$ cat config.mk
export PLATFORM = sky130hd
export DESIGN_NAME = ps2_cmd_fifo
export DESIGN_NICKNAME = d
export VERILOG_FILES = /design/src/rtl/ps2_cmd_fifo.sv
export SDC_FILE = /design/constraint.sdc
export NUM_CORES = 1
export LEC_CHECK = 0
export CAP_MARGIN = 20
export CORE_MARGIN = 2
export CORE_UTILIZATION = 36
export DETAILED_ROUTE_END_ITERATION = 10
export SETUP_SLACK_MARGIN = 0.3
export SYNTH_ARGS = -nofsm -noshare
export SYNTH_HDL_FRONTEND = slang
export SYNTH_SLANG_ARGS = --single-unit
export TNS_END_PERCENT = 30
$ cat constraint.sdc
create_clock -name clk -period 2.8 [get_ports clk]
set_input_delay 0.42 -clock clk [delete_from_list [all_inputs] [get_ports clk]]
set_output_delay 0.42 -clock clk [all_outputs]
set_load 0.05 [all_outputs]
$ cat src/rtl/ps2_cmd_fifo.sv
// PS/2 keyboard receiver and scan-code decoder feeding a small command FIFO.
// Define PS2_PARITY_CHECK_EN to reject frames that fail the odd-parity check.
module ps2_cmd_fifo #(
    parameter int DEPTH          = 8,
    parameter int TIMEOUT_CYCLES = 50000
) (
    input  logic        clk,
    input  logic        reset,
    input  logic        ps2_clk,
    input  logic        ps2_data,
    input  logic        rd_en,
    output logic [31:0] rd_data,
    output logic        empty,
    output logic        overflow,
    output logic        frame_err
);

    localparam int AW = $clog2(DEPTH);
    localparam int TW = $clog2(TIMEOUT_CYCLES + 1);

    typedef enum logic [1:0] {IDLE, DATA, PARITY, STOP} state_t;

    logic [1:0]    kclk_sync;
    logic [1:0]    kdat_sync;
    logic          kclk_prev;
    logic          fall;
    logic          bit_in;

    state_t        state, state_n;
    logic [2:0]    bit_cnt, bit_cnt_n;
    logic [7:0]    shift, shift_n;
    logic          par, par_n;
    logic [TW-1:0] tmo, tmo_n;
    logic          par_ok;
    logic          frame_ok;
    logic          frame_bad;

    logic          byte_vld;
    logic [7:0]    byte_q;
    logic          ext;
    logic          brk;
    logic [2:0]    cmd;
    logic          push;

    logic [2:0]    mem [DEPTH];
    logic [AW-1:0] wr_ptr;
    logic [AW-1:0] rd_ptr;
    logic [AW:0]   count;
    logic          full;
    logic          do_push;
    logic          do_pop;

    always_ff @(posedge clk) begin
        if (reset) begin
            kclk_sync <= 2'b11;
            kdat_sync <= 2'b11;
            kclk_prev <= 1'b1;
        end else begin
            kclk_sync <= {kclk_sync[0], ps2_clk};
            kdat_sync <= {kdat_sync[0], ps2_data};
            kclk_prev <= kclk_sync[1];
        end
    end

    assign fall   = kclk_prev & ~kclk_sync[1];
    assign bit_in = kdat_sync[1];

`ifdef PS2_PARITY_CHECK_EN
    assign par_ok = ^{shift, par};
`else
    logic par_unused;
    assign par_unused = par;
    assign par_ok     = 1'b1;
`endif

    always_ff @(posedge clk) begin
        if (reset) begin
            state   <= IDLE;
            bit_cnt <= '0;
            shift   <= '0;
            par     <= 1'b0;
            tmo     <= '0;
        end else begin
            state   <= state_n;
            bit_cnt <= bit_cnt_n;
            shift   <= shift_n;
            par     <= par_n;
            tmo     <= tmo_n;
        end
    end

    always_comb begin
        state_n   = state;
        bit_cnt_n = bit_cnt;
        shift_n   = shift;
        par_n     = par;
        tmo_n     = '0;
        frame_ok  = 1'b0;
        frame_bad = 1'b0;
        if (state != IDLE && !fall) begin
            tmo_n = tmo + 1'b1;
        end
        // A stalled partial frame is dropped silently
        if (state != IDLE && !fall && tmo == TW'(TIMEOUT_CYCLES - 1)) begin
            state_n   = IDLE;
            bit_cnt_n = '0;
            shift_n   = '0;
            tmo_n     = '0;
        end else if (fall) begin
            case (state)
                IDLE: begin
                    if (!bit_in) begin
                        state_n   = DATA;
                        bit_cnt_n = '0;
                    end
                end
                DATA: begin
                    shift_n   = {bit_in, shift[7:1]};
                    bit_cnt_n = bit_cnt + 3'd1;
                    if (bit_cnt == 3'd7) state_n = PARITY;
                end
                PARITY: begin
                    par_n   = bit_in;
                    state_n = STOP;
                end
                STOP: begin
                    state_n = IDLE;
                    if (bit_in && par_ok) frame_ok  = 1'b1;
                    else                  frame_bad = 1'b1;
                end
                default: state_n = IDLE;
            endcase
        end
    end

    always_ff @(posedge clk) begin
        if (reset) begin
            byte_vld  <= 1'b0;
            byte_q    <= '0;
            ext       <= 1'b0;
            brk       <= 1'b0;
            frame_err <= 1'b0;
        end else begin
            byte_vld  <= frame_ok;
            frame_err <= frame_bad;
            if (frame_ok) byte_q <= shift;
            if (frame_bad) begin
                ext <= 1'b0;
                brk <= 1'b0;
            end else if (byte_vld) begin
                case (byte_q)
                    8'hE0:   ext <= 1'b1;
                    8'hF0:   brk <= 1'b1;
                    default: begin
                        ext <= 1'b0;
                        brk <= 1'b0;
                    end
                endcase
            end
        end
    end

    always_comb begin
        cmd = 3'd0;
        if (!brk) begin
            if (ext) begin
                case (byte_q)
                    8'h6B:   cmd = 3'd1;
                    8'h74:   cmd = 3'd2;
                    8'h75:   cmd = 3'd3;
                    8'h72:   cmd = 3'd4;
                    default: cmd = 3'd0;
                endcase
            end else if (byte_q == 8'h29) begin
                cmd = 3'd5;
            end
        end
    end

    assign push    = byte_vld && (cmd != 3'd0);
    assign empty   = (count == '0);
    assign full    = (count == (AW+1)'(DEPTH));
    assign do_pop  = rd_en && !empty;
    // A pop on the same edge frees the slot for a push while full
    assign do_push = push && (!full || do_pop);

    always_ff @(posedge clk) begin
        if (do_push) mem[wr_ptr] <= cmd;
    end

    always_ff @(posedge clk) begin
        if (reset) begin
            wr_ptr   <= '0;
            rd_ptr   <= '0;
            count    <= '0;
            overflow <= 1'b0;
        end else begin
            if (do_push) wr_ptr <= wr_ptr + 1'b1;
            if (do_pop)  rd_ptr <= rd_ptr + 1'b1;
            case ({do_push, do_pop})
                2'b10:   count <= count + 1'b1;
                2'b01:   count <= count - 1'b1;
                default: count <= count;
            endcase
            if (push && !do_push) overflow <= 1'b1;
        end
    end

    assign rd_data = empty ? 32'd0 : {29'd0, mem[rd_ptr]};

endmodule

==> flow_metrics.py <==
metrics = {
    "cts": {
        "cts_tree": "yes",
        "clkSinkCount": 84,
        "cts.htree.levels": 3,
        "clk_latency_ns": 0.37,
        "clk_pin_slew_ns": 0.09,
        "cts.path.max_buffers": 2,
        "ctsHoldBuffers": 0,
        "root_buffer": "clkbuf_8",
        "cts-buffers-inserted": 9,
    },
    "global_routing": {
        "grt_pass1_wl_mm": 11.14,
        "track_usage_pct": 12.15,
        "grt_pass1_vias": 2375,
        "antenna_found_initial": 0,
        "overflow": 0,
        "grt_max_degree": 28,
    },
    "placed_design": {
        "dpl.hpwl_mm": 4.656,
        "dp_slack_ns": 0.2146,
        "gp_congestion": 0.7528,
        "port-buffer-count": 10,
    },
    "synthesis": {
        "syn_inst": 372,
        "async_reset_ff_share_pct": 0,
        "synth.cell_area_mm2": 0.003842,
        "synth_edf_count": 24,
        "ys_warn_count": 0,
        "ys.flop_type": "dfxtp_1",
        "synth-seq-area-share_pct": 50.02,
        "synth_seq_cells": 84,
        "ys_types": 53,
        "syn_avg_cell_area_um2": 10.33,
    },
    "power_and_ir_drop": {
        "peakVddDrop_mv": 0.1946,
        "power_density_mw_per_mm2": 568.0,
        "p_leak_nw": 1.454,
        "p_total_mw": 2.422,
    },
    "sta": {
        "min_period_over_period_pct": 88.09,
        "min_period_ns": 2.467,
        "worst_hold_slack_ns": 0.4099,
        "slew_viol_final": 0,
        "fmax_mhz": 405.4,
        "tightestPinTransition_ns": 0.5616,
        "fin_ws_ns": 0.3333,
        "finalHoldViolCount": 0,
        "setup_tns_ns": 0,
        "finalClockSkew_ns": 0.01214,
        "grt_setup_unrepaired": "true",
        "relSlewSlack_pct": 62.27,
        "setup_viol": 0,
    },
    "setup_path": {
        "arrival_ns": 2.72,
        "crit_path_max_fanout": 4,
        "crit_buf_inv": 1,
        "crit_chain": "nand3b_1 -> nor4_4 -> o31ai_4 -> nand2_2 -> inv_2 -> ha_4 -> a21oi_2 -> nand2_1 -> o2111a_1 -> a31oi_1 -> mux2_1",
        "cp_top_family": "simple AND/OR/NAND/NOR gates",
        "crit_type": "reg -> reg",
        "critPathCaptureType": "flop",
        "rrSetupSlack_ns": 0.33,
        "r2r_cells": 11,
        "rr_startpoint": "byte_q[3]",
        "cp_slowest_cell": "nor4_4",
        "required_ns": 3.06,
        "reg2reg_to": "count[3]",
        "startpoint_type": "flop",
        "crit_path_start": "byte_q[3]",
        "worst_path_largest_cell_delay_ns": 0.40,
        "cp.depth": 11,
    },
    "detailed_routing": {
        "detail-route-antenna-nets": 0,
        "num_vias": 2477,
        "highest_layer": "met4",
        "drt-met1-wl_mm": 3.122,
        "drc_errors": 0,
        "wl_per_cell_um": 12.33,
        "drt_wl_total_mm": 6.537,
        "first_iter_violations": 67,
        "met3WireLength_um": 194,
        "met2_length_mm": 3.126,
        "vias_per_cell": 4.674,
        "first_pass_iters": 4,
    },
    "worst_hold_path": {
        "min_path_cells": 1,
        "min_path_type": "reg -> reg",
        "min-delay-start": "kdat_sync[0]",
        "hold_path_end": "kdat_sync[1]",
    },
    "die": {
        "core.rowCount": 37,
        "dieHeight_um": 107.3,
        "initial_core_util_pct": 37.22,
        "top_level_ports": 40,
        "fp.dieW_um": 107.3,
        "die_area_mm2": 0.01152,
        "core_mm2": 0.01032,
    },
    "cells_and_area": {
        "area_delta_synth_final_pct": 10.97,
        "final_layout_size_suffix_gt1_share_pct": 15.48,
        "finalNetCount": 406,
        "diodes": 0,
    },
    "run": {
        "max_cap_viol_count": 0,
    },
    "outcome": {
        "outcome": "finished, final reports clean",
    },
}
layer usage:
metal,vias to the layer above,global-route usage (%)
li1,1267,-
met1,1173,15.30
met2,28,19.85
met3,9,3.450
met4,0,4.453
met5,-,0
layout make-up:
type                    instances  area, um^2
clock buffers                   9       123.9
clock inverters                 7       75.07
fillers                      1028        6060
inverters                      12       45.04
multi-input cells             264        1763
flip-flops and latches         84        1931
well taps                     136       170.2
repair buffers                 18       156.4
where the power goes:
part	internal, mW	switching, mW
registers	1.26	0.0231
clock network	0.416	0.454
logic	0.0808	0.191
cell usage in the layout, fill, tap and decap left out, types with 6 or more instances in the layout:
| cell | synthesis | layout |
|---|---|---|
| dfxtp_1 | 60 | 55 |
| nor2_1 | 45 | 45 |
| nand2_1 | 38 | 37 |
| conb_1 | 1 | 29 |
| edfxtp_1 | 24 | 24 |
| a21oi_1 | 22 | 21 |
| nand3_1 | 16 | 16 |
| inv_1 | 12 | 11 |
| xor2_1 | 11 | 11 |
| ha_1 | 11 | 10 |
| clkbuf_8 | 0 | 9 |
| mux2i_1 | 8 | 8 |
| buf_4 | 29 | 8 |
| or2_2 | 7 | 7 |
| clkdlybuf4s50_1 | 0 | 7 |
| nor3_1 | 7 | 6 |
| mux4_2 | 6 | 6 |
| xnor2_1 | 6 | 6 |
flip-flops by register name, summed over array words and instances, names as in the netlist, named ones only:
| signal | flops |
|---|---|
| bit_cnt | 3 |
| brk | 1 |
| byte_q | 8 |
| byte_vld | 1 |
| count | 4 |
| ext | 1 |
| frame_err | 1 |
| kclk_prev | 1 |
| kclk_sync | 2 |
| kdat_sync | 2 |
| mem | 24 |
| overflow | 1 |
| rd_ptr | 3 |
| shift | 8 |
| state | 2 |
| tmo | 16 |
| wr_ptr | 3 |
per-stage QoR:
stage,util [%],cell area (um^2),instances
final,41.30,4264,530
after CTS,40.87,4219,528
after detailed placement,38.96,4023,512
after global routing,41.30,4264,530
after floorplan,-,3980,400
after global placement,38.96,4023,512
timing repair:
action | CTS | global route
hold endpoints to repair | 0 | 0
endpoints found under the setup margin | 7 | 7
resized for setup | 4 | 9
setup buffers | 0 | 2
pin swaps | 0 | 4
how the worst max path moves through the flow:
stage / endpoint / slack, ns
floorplan: count[3] / 0.21
detailed placement: count[3] / 0.21
global route: count[3] / 0.16
finish: count[3] / 0.33
CTS: count[3] / 0.20
global placement: count[3] / 0.29
cells by family (layout without fill, tap and decap cells):
group           Yosys count  count (layout)  synth area share (%)
simple gates            147             147                 18.98
flops                    84              84                 50.02
buf+inv                  52              46                 8.173
compound gates           41              41                 7.913
mux                      18              18                 6.838
xor+xnor                 17              17                 3.875
fa+ha+maj                12              12                 4.103
other cells               1              29               0.09759
synth_stat cells (all sizes together), types with 9 or more instances:
cell type | count | share of area [%]
dfxtp | 60 | 31
nor2 | 45 | 4.4
nand2 | 38 | 3.7
buf | 31 | 6.1
edfxtp | 24 | 19
a21oi | 22 | 2.9
nand3 | 16 | 2.1
inv | 12 | 1.2
ha | 11 | 3.6
xor2 | 11 | 2.5
clkbuf | 9 | 0.91
mux2i | 9 | 2.4
Power figures use the tool's default switching activity.
